`config.mk`:
```
export PLATFORM = sky130hd
export DESIGN_NAME = instr_encoder_flat
export DESIGN_NICKNAME = d
export VERILOG_FILES = /design/src/rtl/instr_encoder_if.sv /design/src/rtl/instr_encoder.sv /design/src/flat_wrapper.sv
export SDC_FILE = /design/constraint.sdc
export NUM_CORES = 1
export LEC_CHECK = 0
export ABC_AREA = 0
export BUFFER_PORTS_ARGS = -buffer_cell sky130_fd_sc_hd__buf_2
export CORE_UTILIZATION = 25
export DETAILED_ROUTE_END_ITERATION = 12
export HOLD_SLACK_MARGIN = 0.06
export SLEW_MARGIN = 20
export SYNTH_ARGS = -nofsm -noshare
export SYNTH_HDL_FRONTEND = slang
export SYNTH_SLANG_ARGS = --single-unit
```
`constraint.sdc`:
```
create_clock -name clk -period 2.1 [get_ports clk]
set_clock_uncertainty 0.2 [all_clocks]
set_input_delay 0.21 -clock clk [delete_from_list [all_inputs] [get_ports clk]]
set_output_delay 0.21 -clock clk [all_outputs]
set_load 0.01 [all_outputs]
```
`src/rtl/instr_encoder_if.sv`:
```
// rtl/instr_encoder_if.sv - request channel into the RV32I instruction encoder
//
// Purpose: groups the request handshake and instruction fields.
//   master: drives req_valid and the fields, samples req_ready (sequencer side)
//   slave : samples req_valid and the fields, drives req_ready (encoder side)
// Signals:
//   req_valid / req_ready  transfer when both are high on a rising clock edge
//   req_op      4  0 R, 1 I-ALU, 2 LOAD, 3 STORE, 4 BRANCH, 5 JAL, 6 JALR,
//                  7 LUI, 8 AUIPC, 9 LI; anything else is illegal
//   req_funct3  3  funct3 field
//   req_alt     1  selects funct7 = 0100000 (SUB, SRA, SRAI)
//   req_rd/rs1/rs2 5 register indices
//   req_imm     32 signed immediate or byte offset
interface instr_encoder_if;
    logic        req_valid;
    logic        req_ready;
    logic [3:0]  req_op;
    logic [2:0]  req_funct3;
    logic        req_alt;
    logic [4:0]  req_rd;
    logic [4:0]  req_rs1;
    logic [4:0]  req_rs2;
    logic [31:0] req_imm;

    modport master (
        output req_valid, req_op, req_funct3, req_alt, req_rd, req_rs1, req_rs2, req_imm,
        input  req_ready
    );

    modport slave (
        input  req_valid, req_op, req_funct3, req_alt, req_rd, req_rs1, req_rs2, req_imm,
        output req_ready
    );
endinterface

```
`src/rtl/instr_encoder.sv`:
```
// rtl/instr_encoder.sv - encodes RV32I requests into words and writes them to instruction memory
//
// Purpose: turns one request per accepted handshake into a 32-bit RV32I word and
// writes it sequentially (step 4 bytes) into the instruction memory write port.
// Illegal ops or out-of-range immediates consume the request, write nothing and
// set the sticky err flag. Address wrap also sets err.
// Optional feature macro: ENCODER_LI_EXPAND_EN enables the LI pseudo-op (req_op=9),
// expanded into ADDI or LUI(+ADDI) using the extra LI_LO state.
// Ports:
//   clk          rising-edge clock
//   rst_n        asynchronous active-low reset
//   start        pulse: restart at BASE_ADDR, clear err and instr_count
//   req          instr_encoder_if.slave request channel
//   mem_we       one-cycle write strobe
//   mem_addr     byte address of the word on mem_wdata
//   mem_wdata    encoded instruction word
//   instr_count  words written since start/reset, saturates at 0xFFFF
//   err          sticky error flag
module instr_encoder #(
    parameter int ADDR_WIDTH = 12,
    parameter int BASE_ADDR  = 0
) (
    input  logic                  clk,
    input  logic                  rst_n,
    input  logic                  start,
    instr_encoder_if.slave        req,
    output logic                  mem_we,
    output logic [ADDR_WIDTH-1:0] mem_addr,
    output logic [31:0]           mem_wdata,
    output logic [15:0]           instr_count,
    output logic                  err
);
    localparam logic [ADDR_WIDTH-1:0] BASE = ADDR_WIDTH'(BASE_ADDR);

    localparam logic [6:0] OPC_R      = 7'b0110011;
    localparam logic [6:0] OPC_I      = 7'b0010011;
    localparam logic [6:0] OPC_LOAD   = 7'b0000011;
    localparam logic [6:0] OPC_STORE  = 7'b0100011;
    localparam logic [6:0] OPC_BRANCH = 7'b1100011;
    localparam logic [6:0] OPC_JAL    = 7'b1101111;
    localparam logic [6:0] OPC_JALR   = 7'b1100111;
    localparam logic [6:0] OPC_LUI    = 7'b0110111;
    localparam logic [6:0] OPC_AUIPC  = 7'b0010111;

    logic [31:0] imm;
    logic [4:0]  rd;
    logic [4:0]  rs1;
    logic [4:0]  rs2;
    logic [2:0]  f3;
    logic [6:0]  funct7;
    logic        fits12;
    logic        fits13;
    logic        fits21;
    logic        is_shift;
    logic        enc_legal;
    logic [31:0] enc_word;
    logic        accept;

    logic                  mem_we_q, mem_we_d;
    logic [ADDR_WIDTH-1:0] addr_q, addr_d;
    logic [ADDR_WIDTH-1:0] mem_addr_q, mem_addr_d;
    logic [31:0]           wdata_q, wdata_d;
    logic [15:0]           cnt_q, cnt_d;
    logic                  err_q, err_d;

    logic [ADDR_WIDTH-1:0] cur_addr;
    logic [15:0]           cur_cnt;
    logic                  emit;
    logic [31:0]           emit_word;
    logic                  carry;

`ifdef ENCODER_LI_EXPAND_EN
    typedef enum logic {RUN, LI_LO} state_t;
    state_t      state_q, state_d;
    logic [31:0] pend_q, pend_d;
    logic        enc_two;
    logic [31:0] enc_lo;
    logic [31:0] li_hi;

    // Rounding the upper part compensates for the sign-extended low 12 bits of the ADDI.
    assign li_hi         = imm + 32'h0000_0800;
    assign req.req_ready = (state_q == RUN);
`else
    assign req.req_ready = 1'b1;
`endif

    assign imm      = req.req_imm;
    assign rd       = req.req_rd;
    assign rs1      = req.req_rs1;
    assign rs2      = req.req_rs2;
    assign f3       = req.req_funct3;
    assign funct7   = req.req_alt ? 7'b0100000 : 7'b0000000;
    // A value fits N signed bits when every bit from N-1 upward equals the sign.
    assign fits12   = (imm[31:11] == '0) || (imm[31:11] == '1);
    assign fits13   = (imm[31:12] == '0) || (imm[31:12] == '1);
    assign fits21   = (imm[31:20] == '0) || (imm[31:20] == '1);
    assign is_shift = (f3 == 3'b001) || (f3 == 3'b101);
    assign accept   = req.req_valid && req.req_ready;

    always_comb begin
        enc_legal = 1'b1;
        enc_word  = '0;
`ifdef ENCODER_LI_EXPAND_EN
        enc_two   = 1'b0;
        enc_lo    = '0;
`endif
        case (req.req_op)
            4'd0: enc_word = {funct7, rs2, rs1, f3, rd, OPC_R};
            4'd1: begin
                if (is_shift) begin
                    enc_legal = (imm[31:5] == '0);
                    enc_word  = {funct7, imm[4:0], rs1, f3, rd, OPC_I};
                end else begin
                    enc_legal = fits12;
                    enc_word  = {imm[11:0], rs1, f3, rd, OPC_I};
                end
            end
            4'd2: begin
                enc_legal = fits12;
                enc_word  = {imm[11:0], rs1, f3, rd, OPC_LOAD};
            end
            4'd3: begin
                enc_legal = fits12;
                enc_word  = {imm[11:5], rs2, rs1, f3, imm[4:0], OPC_STORE};
            end
            4'd4: begin
                enc_legal = fits13 && !imm[0];
                enc_word  = {imm[12], imm[10:5], rs2, rs1, f3, imm[4:1], imm[11], OPC_BRANCH};
            end
            4'd5: begin
                enc_legal = fits21 && !imm[0];
                enc_word  = {imm[20], imm[10:1], imm[11], imm[19:12], rd, OPC_JAL};
            end
            4'd6: begin
                enc_legal = fits12;
                enc_word  = {imm[11:0], rs1, f3, rd, OPC_JALR};
            end
            4'd7: begin
                enc_legal = (imm[11:0] == '0);
                enc_word  = {imm[31:12], rd, OPC_LUI};
            end
            4'd8: begin
                enc_legal = (imm[11:0] == '0);
                enc_word  = {imm[31:12], rd, OPC_AUIPC};
            end
`ifdef ENCODER_LI_EXPAND_EN
            4'd9: begin
                if (fits12) begin
                    enc_word = {imm[11:0], 5'd0, 3'b000, rd, OPC_I};
                end else begin
                    enc_word = {li_hi[31:12], rd, OPC_LUI};
                    enc_two  = (imm[11:0] != '0);
                    enc_lo   = {imm[11:0], rd, 3'b000, rd, OPC_I};
                end
            end
`endif
            default: enc_legal = 1'b0;
        endcase
    end

    always_comb begin
        // start takes effect in the same cycle, so a simultaneous request lands at BASE.
        cur_addr   = start ? BASE : addr_q;
        cur_cnt    = start ? 16'd0 : cnt_q;
        addr_d     = cur_addr;
        cnt_d      = cur_cnt;
        err_d      = start ? 1'b0 : err_q;
        mem_we_d   = 1'b0;
        mem_addr_d = mem_addr_q;
        wdata_d    = wdata_q;
        emit       = 1'b0;
        emit_word  = '0;
        carry      = 1'b0;
`ifdef ENCODER_LI_EXPAND_EN
        state_d    = start ? RUN : state_q;
        pend_d     = pend_q;
        // A start during LI_LO drops the pending ADDI.
        if (state_q == LI_LO && !start) begin
            emit      = 1'b1;
            emit_word = pend_q;
            state_d   = RUN;
        end
`endif
        if (accept) begin
            if (enc_legal) begin
                emit      = 1'b1;
                emit_word = enc_word;
`ifdef ENCODER_LI_EXPAND_EN
                if (enc_two) begin
                    state_d = LI_LO;
                    pend_d  = enc_lo;
                end
`endif
            end else begin
                err_d = 1'b1;
            end
        end
        if (emit) begin
            mem_we_d        = 1'b1;
            mem_addr_d      = cur_addr;
            wdata_d         = emit_word;
            {carry, addr_d} = {1'b0, cur_addr} + (ADDR_WIDTH+1)'(4);
            if (carry) begin
                err_d = 1'b1;
            end
            if (cur_cnt != 16'hFFFF) begin
                cnt_d = cur_cnt + 16'd1;
            end
        end
    end

    always_ff @(posedge clk or negedge rst_n) begin
        if (!rst_n) begin
            addr_q     <= BASE;
            mem_we_q   <= 1'b0;
            mem_addr_q <= BASE;
            wdata_q    <= '0;
            cnt_q      <= '0;
            err_q      <= 1'b0;
`ifdef ENCODER_LI_EXPAND_EN
            state_q    <= RUN;
            pend_q     <= '0;
`endif
        end else begin
            addr_q     <= addr_d;
            mem_we_q   <= mem_we_d;
            mem_addr_q <= mem_addr_d;
            wdata_q    <= wdata_d;
            cnt_q      <= cnt_d;
            err_q      <= err_d;
`ifdef ENCODER_LI_EXPAND_EN
            state_q    <= state_d;
            pend_q     <= pend_d;
`endif
        end
    end

    assign mem_we      = mem_we_q;
    assign mem_addr    = mem_addr_q;
    assign mem_wdata   = wdata_q;
    assign instr_count = cnt_q;
    assign err         = err_q;
endmodule

```
`src/flat_wrapper.sv`:
```
// flat-port wrapper written by rule: the top's interface ports become plain ports
module instr_encoder_flat 
#(
    parameter int ADDR_WIDTH = 12,
    parameter int BASE_ADDR  = 0
)
  (clk, rst_n, start, mem_we, mem_addr, mem_wdata, instr_count, err, req_req_valid, req_req_op, req_req_funct3, req_req_alt, req_req_rd, req_req_rs1, req_req_rs2, req_req_imm, req_req_ready);
  instr_encoder_if req_i ();
  input  logic clk;
  input  logic rst_n;
  input  logic start;
  output logic mem_we;
  output logic [ADDR_WIDTH-1:0] mem_addr;
  output logic [31:0] mem_wdata;
  output logic [15:0] instr_count;
  output logic err;
  input wire logic [$bits(req_i.req_valid)-1:0] req_req_valid;
  input wire logic [$bits(req_i.req_op)-1:0] req_req_op;
  input wire logic [$bits(req_i.req_funct3)-1:0] req_req_funct3;
  input wire logic [$bits(req_i.req_alt)-1:0] req_req_alt;
  input wire logic [$bits(req_i.req_rd)-1:0] req_req_rd;
  input wire logic [$bits(req_i.req_rs1)-1:0] req_req_rs1;
  input wire logic [$bits(req_i.req_rs2)-1:0] req_req_rs2;
  input wire logic [$bits(req_i.req_imm)-1:0] req_req_imm;
  output wire logic [$bits(req_i.req_ready)-1:0] req_req_ready;
  assign req_i.req_valid = req_req_valid;
  assign req_i.req_op = req_req_op;
  assign req_i.req_funct3 = req_req_funct3;
  assign req_i.req_alt = req_req_alt;
  assign req_i.req_rd = req_req_rd;
  assign req_i.req_rs1 = req_req_rs1;
  assign req_i.req_rs2 = req_req_rs2;
  assign req_i.req_imm = req_req_imm;
  assign req_req_ready = req_i.req_ready;
  instr_encoder #(.ADDR_WIDTH(ADDR_WIDTH), .BASE_ADDR(BASE_ADDR)) u_core (.clk(clk), .rst_n(rst_n), .start(start), .req(req_i), .mem_we(mem_we), .mem_addr(mem_addr), .mem_wdata(mem_wdata), .instr_count(instr_count), .err(err));
endmodule
```
==> results of run 1 <==
-- metrics by stage --
| stage | TNS (ns) | cell area [sq um] |
|---|---|---|
| final | -0.00715 | 6110 |
| after global routing | -0.899 | 6110 |
| after CTS | 0 | 5970 |
| after detailed placement | -11.52 | 5340 |
| after global placement | -9.36 | 5340 |
| after floorplan | -0.0140 | 3990 |
-- cell families (layout without fill, tap and decap cells) --
| family | count (synthesis) | after routing | share of synthesized area |
|---|---|---|---|
| simple gates | 216 | 216 | 0.269 |
| compound gates | 88 | 88 | 0.161 |
| flops | 73 | 73 | 0.464 |
| buf+inv | 34 | 265 | 0.0489 |
| xor+xnor | 14 | 14 | 0.0311 |
| mux | 7 | 7 | 0.0194 |
| fa+ha+maj | 2 | 2 | 0.00635 |
| other cells | 1 | 1 | 0.000952 |
-- registers in the layout, indices dropped and copies added (netlist names) --
register and cells:
u_core.mem_wdata 31, u_core.instr_count 16, u_core.addr_q 12, u_core.mem_addr 12, u_core.err 1, u_core.mem_we 1
-- power groups by stage --
stage               Clock [uW]  Combinational, uW  Sequential, uW
global route              1630                828            1630
finish                    1520                750            1610
CTS                       1570                747            1610
global placement             0                695            1630
floorplan                    0                241            1690
detailed placement           0                706            1640
-- worst min-delay path: cells and delay by family --
kind            cells  cell delay, ns
compound gates      2            0.26
buf+inv             1            0.09
-- routing by layer --
metal	share of wire	up-vias	track usage	wire length, um
met4	0.021	0	0.0609	276
met1	0.45	1960	0.222	5880
met2	0.45	173	0.266	5910
met3	0.073	22	0.0377	955
met5	0	-	0	0
li1	-	2014	-	-
-- what timing repair did --
action | 4_1_cts | 5_1_grt
gates resized for setup | 3 | 18
endpoints found under the hold margin | 94 | 0
endpoints found under the setup margin | 5 | 21
setup buffers | 4 | 6
gates cloned | 0 | 1
hold buffers | 30 | 0
pin swaps | 2 | 12
-- cell usage in the layout (no fill, tap or decap), types with 2 or more instances in the layout --
| master | instances |
|---|---|
| mux2i_1 | 2 |
| clkbuf_16 | 10 |
| nor2b_1 | 14 |
| buf_4 | 87 |
| clkbuf_1 | 2 |
| o21ai_1 | 2 |
| nand2b_1 | 9 |
| a22oi_1 | 4 |
| buf_6 | 2 |
| and2_1 | 4 |
| a211oi_1 | 2 |
| inv_1 | 5 |
| clkinv_2 | 2 |
| buf_12 | 4 |
| nand3_1 | 12 |
| nor2_1 | 55 |
| nand4_1 | 12 |
| dlygate4sd3_1 | 30 |
| a221oi_1 | 22 |
| nand2_2 | 3 |
| xnor2_1 | 13 |
| nor2b_4 | 2 |
| nor3_1 | 4 |
| dfrtp_1 | 72 |
| a21oi_1 | 6 |
| a21oi_2 | 5 |
| and3_1 | 11 |
| o31ai_1 | 3 |
| mux2_2 | 4 |
| o21ai_0 | 22 |
| or4_1 | 2 |
| a31oi_1 | 7 |
| buf_2 | 118 |
| o22ai_1 | 2 |
| nor4_1 | 6 |
| nand2_1 | 59 |
| or3_1 | 4 |
-- cell type report --
cell class / instances / area [sq um] / area share
sequential: 73 / 1830 / 0.299
timing repair buffer: 243 / 1680 / 0.275
inverter: 6 / 22.5 / 0.00369
tap: 211 / 264 / 0.0432
clock inverter: 5 / 56.3 / 0.00922
clock buffer: 11 / 233 / 0.0381
multi-input combinational: 328 / 2030 / 0.332
-- final timing paths --
path / from / end / slack [ns]
worst min register to register: u_core.mem_wdata[7] / u_core.mem_wdata[7] / 0.28
worst min-delay path: req_req_imm[10] / u_core.mem_wdata[30] / 0.07
worst max register to register: u_core.instr_count[1] / u_core.instr_count[13] / -0.007
max in group asynchronous: rst_n / u_core.instr_count[7] / 0.93
worst max-delay path: u_core.instr_count[1] / u_core.instr_count[13] / -0.007
min in group asynchronous: rst_n / u_core.mem_wdata[14] / 0.18
==> metrics.txt, run 1 <==
outcome complete, but fails checks; failing checks negative setup slack; WP depth 10; initial antenna violation count 0; RSZ-0062 raised after global routing true; total grt overflow 0; Root Driver clkbuf_16; synthesized instance count 435; Worst R2R Path Depth 10; share of cells above drive strength 1 0.392; Worst Path Required 2.16 ns; total wire length 13,000 um; Die ar. 16,300 sq um; post-layout util 0.399; final hold vios 0; Net Sw Frac 0.276; total placed cells including tap cells 820; area added between synthesis and finish 55.1%; Max IR drop VDD 0.467 mV; Final period util 1.00; DR iter-0 viols 263; WS Path Type flip-flop to flip-flop; DR vias/cell 4.75; CP dominant cell by count nand4_1; worst-margin pin slew 0.796 ns; post-synthesis sequential area ratio 0.464; GPL Wtd Cong 0.894; Async SR Flop Fraction 1.00; most common cell in the netlist dfrtp_1; Final min period 2.11 ns; # rows 45; Yosys reg bits 73; CP cell instances nor2b_4 > ha_2 > and3_4 > nand4_1 > nor2_2 > nand2_2 > buf_6 > nand4_1 > or3_4 > a21oi_2; GRT Util Overall 0.167; Finished Layout Cells 877; Top FF cell, synth dfrtp_1; Core Region 15,300 sq um; number of CTS-inserted buffers 9; post-route antenna net violation count 0; PD cells 635 nW/um^2; DRC Markers 0; Worst Setup End Kind flip-flop; vias in the first global route 4,237; clock share of power 0.391; Switch Pwr 1070 uW; wire length per cell 14.8 um; post-synth top area cell dfrtp_1; CTS max path bufs 2; Logic pwr share 0.193; global-route wire length before repair 21,100 um; WHS Path Cells 3; P_leak 0.00291 uW; Hold WC Path Type primary input to flip-flop; clk_lat worst skew 0.34 ns; area share of the largest cell type after synthesis 0.464; Initial Util 0.257; CTS H-tree lvls 3; Sink Count 73; crit-path leading delay family simple AND/OR/NAND/NOR gates; Hold WS 0.0670 ns; routed vias 4,169; Port Buf Inserts 120; Int Pwr 2810 uW; Pre-Repair DR Iteration Count 5; synth unique cells 59; max_slew headroom 0.466; # diodes 0; Mapped Nets 496; setup ws final -0.00715 ns; total power 3880 uW; hpwl dp 9510 um; CP max stage cell dfrtp_1; CP max FO 2; crit start category flip-flop; clk slew on worst S/H paths 0.06 ns; Yosys Warn Count 0; Post-synth EDFFs 0; Setup-failing EPs final 1; Fill cells 1,571; nets@finish 722; Die X 128 um; Fmax 475 MHz; sequential share of power 0.416; Crit path largest cell delay 0.37 ns; pin count of the biggest net entering global routing 44; Max-Cap Viols 0; largest cells by area after synthesis dfrtp_1, nand2_1, nor2_1, a221oi_1, o21ai_0; Cell Area, Synth 3940 sq um; top cells by count, synth dfrtp_1, nand2_1, nor2_1; CTS tree built; DIE HEIGHT 128 um; synthesized area per cell 9.05 sq um; Final Max Slew Viols 0; CP arrival 2.17 ns; IO Pins 122; CP bufs+invs 1; Setup Slack @ Placement -0.320 ns
No activity file was read; power rests on OpenSTA's default activity.
==> run 2, diff against run 1 <==
==> constraint.sdc (replaced) <==
create_clock -name clk -period 2.5 [get_ports clk]
set_clock_uncertainty 0.2 [all_clocks]
set_input_delay 0.25 -clock clk [delete_from_list [all_inputs] [get_ports clk]]
set_output_delay 0.25 -clock clk [all_outputs]
set_load 0.01 [all_outputs]
==> metrics.txt, run 2 (same netlist as run 1, synthesis figures left out) <==
most frequent cells in the layout buf_2, dfrtp_1, nand2_1; pin count of the biggest net entering global routing 74 (+68%); clk slew on worst S/H paths 0.06 ns (about the same); multi-input logic area 1990 sq um (-1.8%); Die X 128 um (unchanged); worst-margin pin slew 0.974 ns (+0.178 ns); FF+latch area 1830 sq um (about the same); Crit. Startpoint req_req_imm[26]; Hold WS 0.0678 ns (+0.000739 ns); RSZ-0062 raised after global routing false; total negative slack 0 ns (+0.00715 ns); most common cell after layout, fill and taps aside buf_2; Max-Cap Viols 0 (unchanged); setup ws final 0.103 ns (+0.110 ns); Final Max Slew Viols 0 (unchanged); Fill cells 1,601 (+1.9%); vias in the first global route 4,102 (-3.2%); total wire length 13,000 um (-0.37%); DR vias/cell 4.98 (+4.7%); number of CTS-inserted buffers 9 (unchanged); PD cells 580 nW/um^2 (-8.7%); Hold WC Path Type primary input to flip-flop; IO Pins 122 (unchanged); M2 GR Usage 0.263 (-0.00225); # diodes 0 (unchanged); outcome finished clean; CTS max path bufs 2 (unchanged); share of cells above drive strength 1 0.315 (-0.0771); worst hold start start; nets@finish 666 (-7.8%); Initial Util 0.257 (unchanged); total power 3270 uW (-16%); Crit path largest cell delay 0.53 ns (+0.16 ns); CTS tree built; Core Region 15,300 sq um (unchanged); DIE HEIGHT 128 um (unchanged); CP arrival 2.46 ns (+0.29 ns); Final min period 2.40 ns; GRT Util Overall 0.163 (-0.00404); global-route wire length before repair 20,700 um (-2.1%); routed vias 4,088 (-1.9%); Root Driver clkbuf_16; clk_lat worst skew 0.34 ns (about the same); Die ar. 16,300 sq um (unchanged); total grt overflow 0 (unchanged); P_leak 0.00262 uW (-9.8%); Worst Path Required 2.57 ns (+0.41 ns); CP max FO 8 (+6); max_slew headroom 0.350 (-0.115); Setup Slack @ Placement -0.00682 ns (+0.313 ns); post-route antenna net violation count 0 (unchanged); max reg flops 31 (unchanged); area added between synthesis and finish 43.0%; CP bufs+invs 3 (+2); wire length per cell 15.8 um (+6.4%); initial antenna violation count 0 (unchanged); GRT Max-Usage Layer met2; Fmax 417 MHz; FF-to-FF Start u_core.instr_count[1]; # rows 45 (unchanged); CTS H-tree lvls 3 (unchanged); Pre-Repair DR Iteration Count 5 (unchanged); Max IR drop VDD 0.347 mV (-26%); Final period util 0.959; crit-path leading delay family buffers and inverters; WS Path Type primary input to flip-flop; Sink Count 73 (unchanged); Port Buf Inserts 120 (unchanged); Setup-failing EPs final 0 (-1); Worst Setup End Kind flip-flop; hpwl dp 9080 um (-4.5%); met3 Use GR 0.0431 (+0.00544); crit start category primary input; GRT met1 Usage 0.199 (-0.0238); DR iter-0 viols 227 (-14%); DRC Markers 0 (unchanged); GPL Wtd Cong 0.871 (-2.5%); final hold vios 0 (unchanged); CP max stage cell dlygate4sd3_1; CP cell instances dlygate4sd3_1 > buf_2 > nor4_1 > nand3_1 > o22ai_2 > a221oi_2 > a21o_4 > buf_6 > or3_1 > a21oi_2
[run 2: cell type report]
type                            count  share of cell area
Multi-Input combinational cell    328               0.353
Clock inverter                      6              0.0118
Tap cell                          211              0.0469
Sequential cell                    73               0.324
Inverter                            6             0.00533
Clock buffer                       10              0.0424
Timing Repair Buffer              187               0.216
[run 2: final timing paths]
path	end	cells after the start	slack (ns)
worst min-delay path	u_core.instr_count[0]	3	0.07
worst max-delay path	u_core.instr_count[15]	10	0.10
worst max register to register	u_core.instr_count[9]	10	0.14
max in group asynchronous	u_core.mem_wdata[1]	2	1.06
worst min register to register	u_core.mem_addr[1]	2	0.28
min in group asynchronous	u_core.mem_wdata[27]	2	0.38
[run 2: power breakdown]
part	switching, uW	internal, uW
Sequential	60.1	1290
Combinational	340	259
Clock	516	801
Total	916	2350
[run 2: stage by stage]
step                      utilization  instance area (sq um)  std cells
after floorplan                     -                   3940        435
after global placement          0.319                   4880        769
after detailed placement        0.319                   4880        769
after CTS                       0.362                   5540        820
after global routing            0.368                   5630        821
final                           0.368                   5630        821
[run 2: layer usage]
metal | routed length, um | vias to the layer above
met2 | 6160 | 184
met3 | 905 | 47
met5 | 0 | -
met1 | 5490 | 1955
li1 | - | 1902
met4 | 417 | 0
[run 2: timing repair]
action,4_1_cts,5_1_grt
buffers inserted,0,2
setup endpoints to repair,0,44
hold endpoints to repair,91,0
hold buffers,35,0
resized for setup,0,17
[run 2: worst min-delay path, stage by stage]
cell     delay (ns)
buf_2          0.12
nor2b_1        0.07
xnor2_1        0.12
==> run 3, diff against run 2 <==
--- a/config.mk
+++ b/config.mk
@@ -7,9 +7,11 @@
 export LEC_CHECK = 0
 export ABC_AREA = 0
 export BUFFER_PORTS_ARGS = -buffer_cell sky130_fd_sc_hd__buf_2
+export CORE_ASPECT_RATIO = 0.9
 export CORE_UTILIZATION = 25
 export DETAILED_ROUTE_END_ITERATION = 12
 export HOLD_SLACK_MARGIN = 0.06
+export PLACE_DENSITY = 0.54
 export SLEW_MARGIN = 20
 export SYNTH_ARGS = -nofsm -noshare
 export SYNTH_HDL_FRONTEND = slang
==> metrics.txt, run 3 (same netlist as run 1, synthesis figures left out) <==
initial antenna violation count 0 (unchanged); CTS tree built; clk slew on worst S/H paths 0.06 ns (about the same); Max-Cap Viols 0 (unchanged); CTS max path bufs 2 (unchanged); GPL Wtd Cong 0.874 (+0.34%); final hold vios 0 (unchanged); Initial Util 0.256 (-0.00121); # rows 43 (-4.4%); Sink Count 73 (unchanged); Max IR drop VDD 0.330 mV (-5.0%); clock share of power 0.411 (+0.008); Switch Pwr 928 uW (+1.3%); Worst Setup End Kind flip-flop; CP max FO 53 (+45); CP bufs+invs 3 (unchanged); GRT Util Overall 0.163 (-0.000722); Die ar. 16,300 sq um (about the same); Crit path largest cell delay 0.55 ns (+0.02 ns); Hold WC Path Type primary input to flip-flop; nets@finish 663 (-0.45%); vias in the first global route 3,914 (-4.6%); CP max stage cell dlygate4sd3_1; CTS H-tree lvls 3 (unchanged); Final Max Slew Viols 0 (unchanged); DR vias/cell 4.88 (-2.0%); max reg flops 31 (unchanged); Fill cells 1,579 (-1.4%); clk_lat worst skew 0.34 ns (about the same); Pre-Repair DR Iteration Count 5 (unchanged); hpwl dp 9070 um (-0.13%); post-route antenna net violation count 0 (unchanged); met3 Use GR 0.0505 (+0.00741); multi-input logic area 1990 sq um (-0.13%); max_slew headroom 0.622 (+0.272); wire length per cell 15.9 um (+0.47%); Worst Path Required 2.51 ns (-0.06 ns); number of CTS-inserted buffers 9 (unchanged); DR iter-0 viols 257 (+13%); CP dominant cell by count a221oi_2; Net Sw Frac 0.282 (+0.00161); IO Pins 122 (unchanged); GRT met1 Usage 0.217 (+0.0186); Root Driver clkbuf_16; crit-path leading delay family buffers and inverters; WS Path Type primary input to flip-flop; GRT Max-Usage Layer met2; routed vias 3,948 (-3.4%); # diodes 0 (unchanged); R2R setup slack 0.21 ns (+0.07 ns); crit start category primary input; Final min period 2.38 ns (-0.0152 ns); share of cells above drive strength 1 0.311 (-0.00339); total placed cells including tap cells 755 (-1.8%); M2 GR Usage 0.239 (-0.0239); most common cell after layout, fill and taps aside buf_2; Die X 134 um (+5.3%); DRC Markers 0 (unchanged); P_leak 0.00262 uW (about the same); DIE HEIGHT 121 um (-5.1%); Logic pwr share 0.177 (-0.006); outcome finished clean; area added between synthesis and finish 42.9% (about the same); Setup-failing EPs final 0 (unchanged); PD cells 584 nW/um^2 (+0.77%); most frequent cells in the layout buf_2, dfrtp_1, nand2_1; Final period util 0.953 (-0.00609); pin count of the biggest net entering global routing 54 (-27%); total power 3290 uW (+0.72%); total wire length 12,800 um (-0.99%); CP arrival 2.39 ns (-0.07 ns); Fmax 420 MHz (+0.64%); global-route wire length before repair 20,400 um (-1.4%); sequential share of power 0.412 (-0.002); Port Buf Inserts 120 (unchanged); worst-margin pin slew 0.567 ns (-0.408 ns); Int Pwr 2360 uW (+0.50%); Finished Layout Cells 809 (-1.5%); FF+latch area 1830 sq um (unchanged); Core Region 15,400 sq um (+0.47%); CP cell instances dlygate4sd3_1 > buf_2 > nor4_2 > nand3_1 > o22ai_2 > a221oi_2 > a21o_4 > buf_12 > a221oi_2 > nor2_1; total grt overflow 0 (unchanged)
## run 3: cell count changes in the layout (fill, tap and decap cells not counted), moves of 2 or more
cell,change
nor2b_2,+2
clkinv_4,+2
nor2b_1,-2
buf_12,+3
buf_6,-2
a21oi_2,-2
a21oi_1,+2
a221oi_2,-2
buf_4,-6
clkinvlp_4,-2
## run 3: per-layer routing
layer	routed length, um	share of wire
met2	5440	0.42
met5	0	0
met4	285	0.022
met3	1050	0.082
met1	6070	0.47
## run 3: timing repair
action,CTS,global route
endpoints found under the hold margin,60,0
setup buffers,0,2
gates resized for setup,0,14
hold buffers,36,0
setup endpoints to repair,0,46
## run 3: through the flow
step                setup TNS [ns]  hold WS (ns)  utilization  setup WS, ns  area, sq um
finish                           0        0.0734        0.366         0.118         5630
global route               -0.0475        0.0926        0.366       -0.0250         5630
detailed placement         -0.0423        0.0940        0.317       -0.0383         4870
CTS                              0        0.0642        0.360        0.0167         5550
global placement            -0.175        0.0802        0.317       -0.0937         4870
floorplan                        0        -0.246            -         0.183         3940
## run 3: area by class of cell
class / instances / share of cell area
multi-input cells: 328 / 0.353
flip-flops and latches: 73 / 0.325
repair buffers: 184 / 0.217
well taps: 202 / 0.0449
clock buffers: 10 / 0.0425
clock inverters: 6 / 0.0133
inverters: 6 / 0.00445
## run 3: final timing paths
check	startpoint	end	depth (start not counted)
max reg2reg	u_core.instr_count[0]	u_core.instr_count[15]	10
max in group asynchronous	rst_n	u_core.instr_count[4]	3
min	req_req_imm[1]	u_core.mem_wdata[8]	3
min in group asynchronous	rst_n	u_core.mem_wdata[23]	2
min reg2reg	u_core.mem_wdata[24]	u_core.mem_wdata[24]	2
max	req_req_imm[26]	u_core.mem_wdata[8]	10
## run 3: worst min-delay path, stage by stage
cell and delay, ns:
buf_2 0.12, a221oi_2 0.09, nor2_1 0.11
## run 3: power groups by stage
stage	sequential, uW	combinational, uW	clock (uW)
finish	1350	583	1350
global route	1370	645	1430
CTS	1360	578	1390
detailed placement	1380	533	0
global placement	1370	530	0
floorplan	1420	201	0
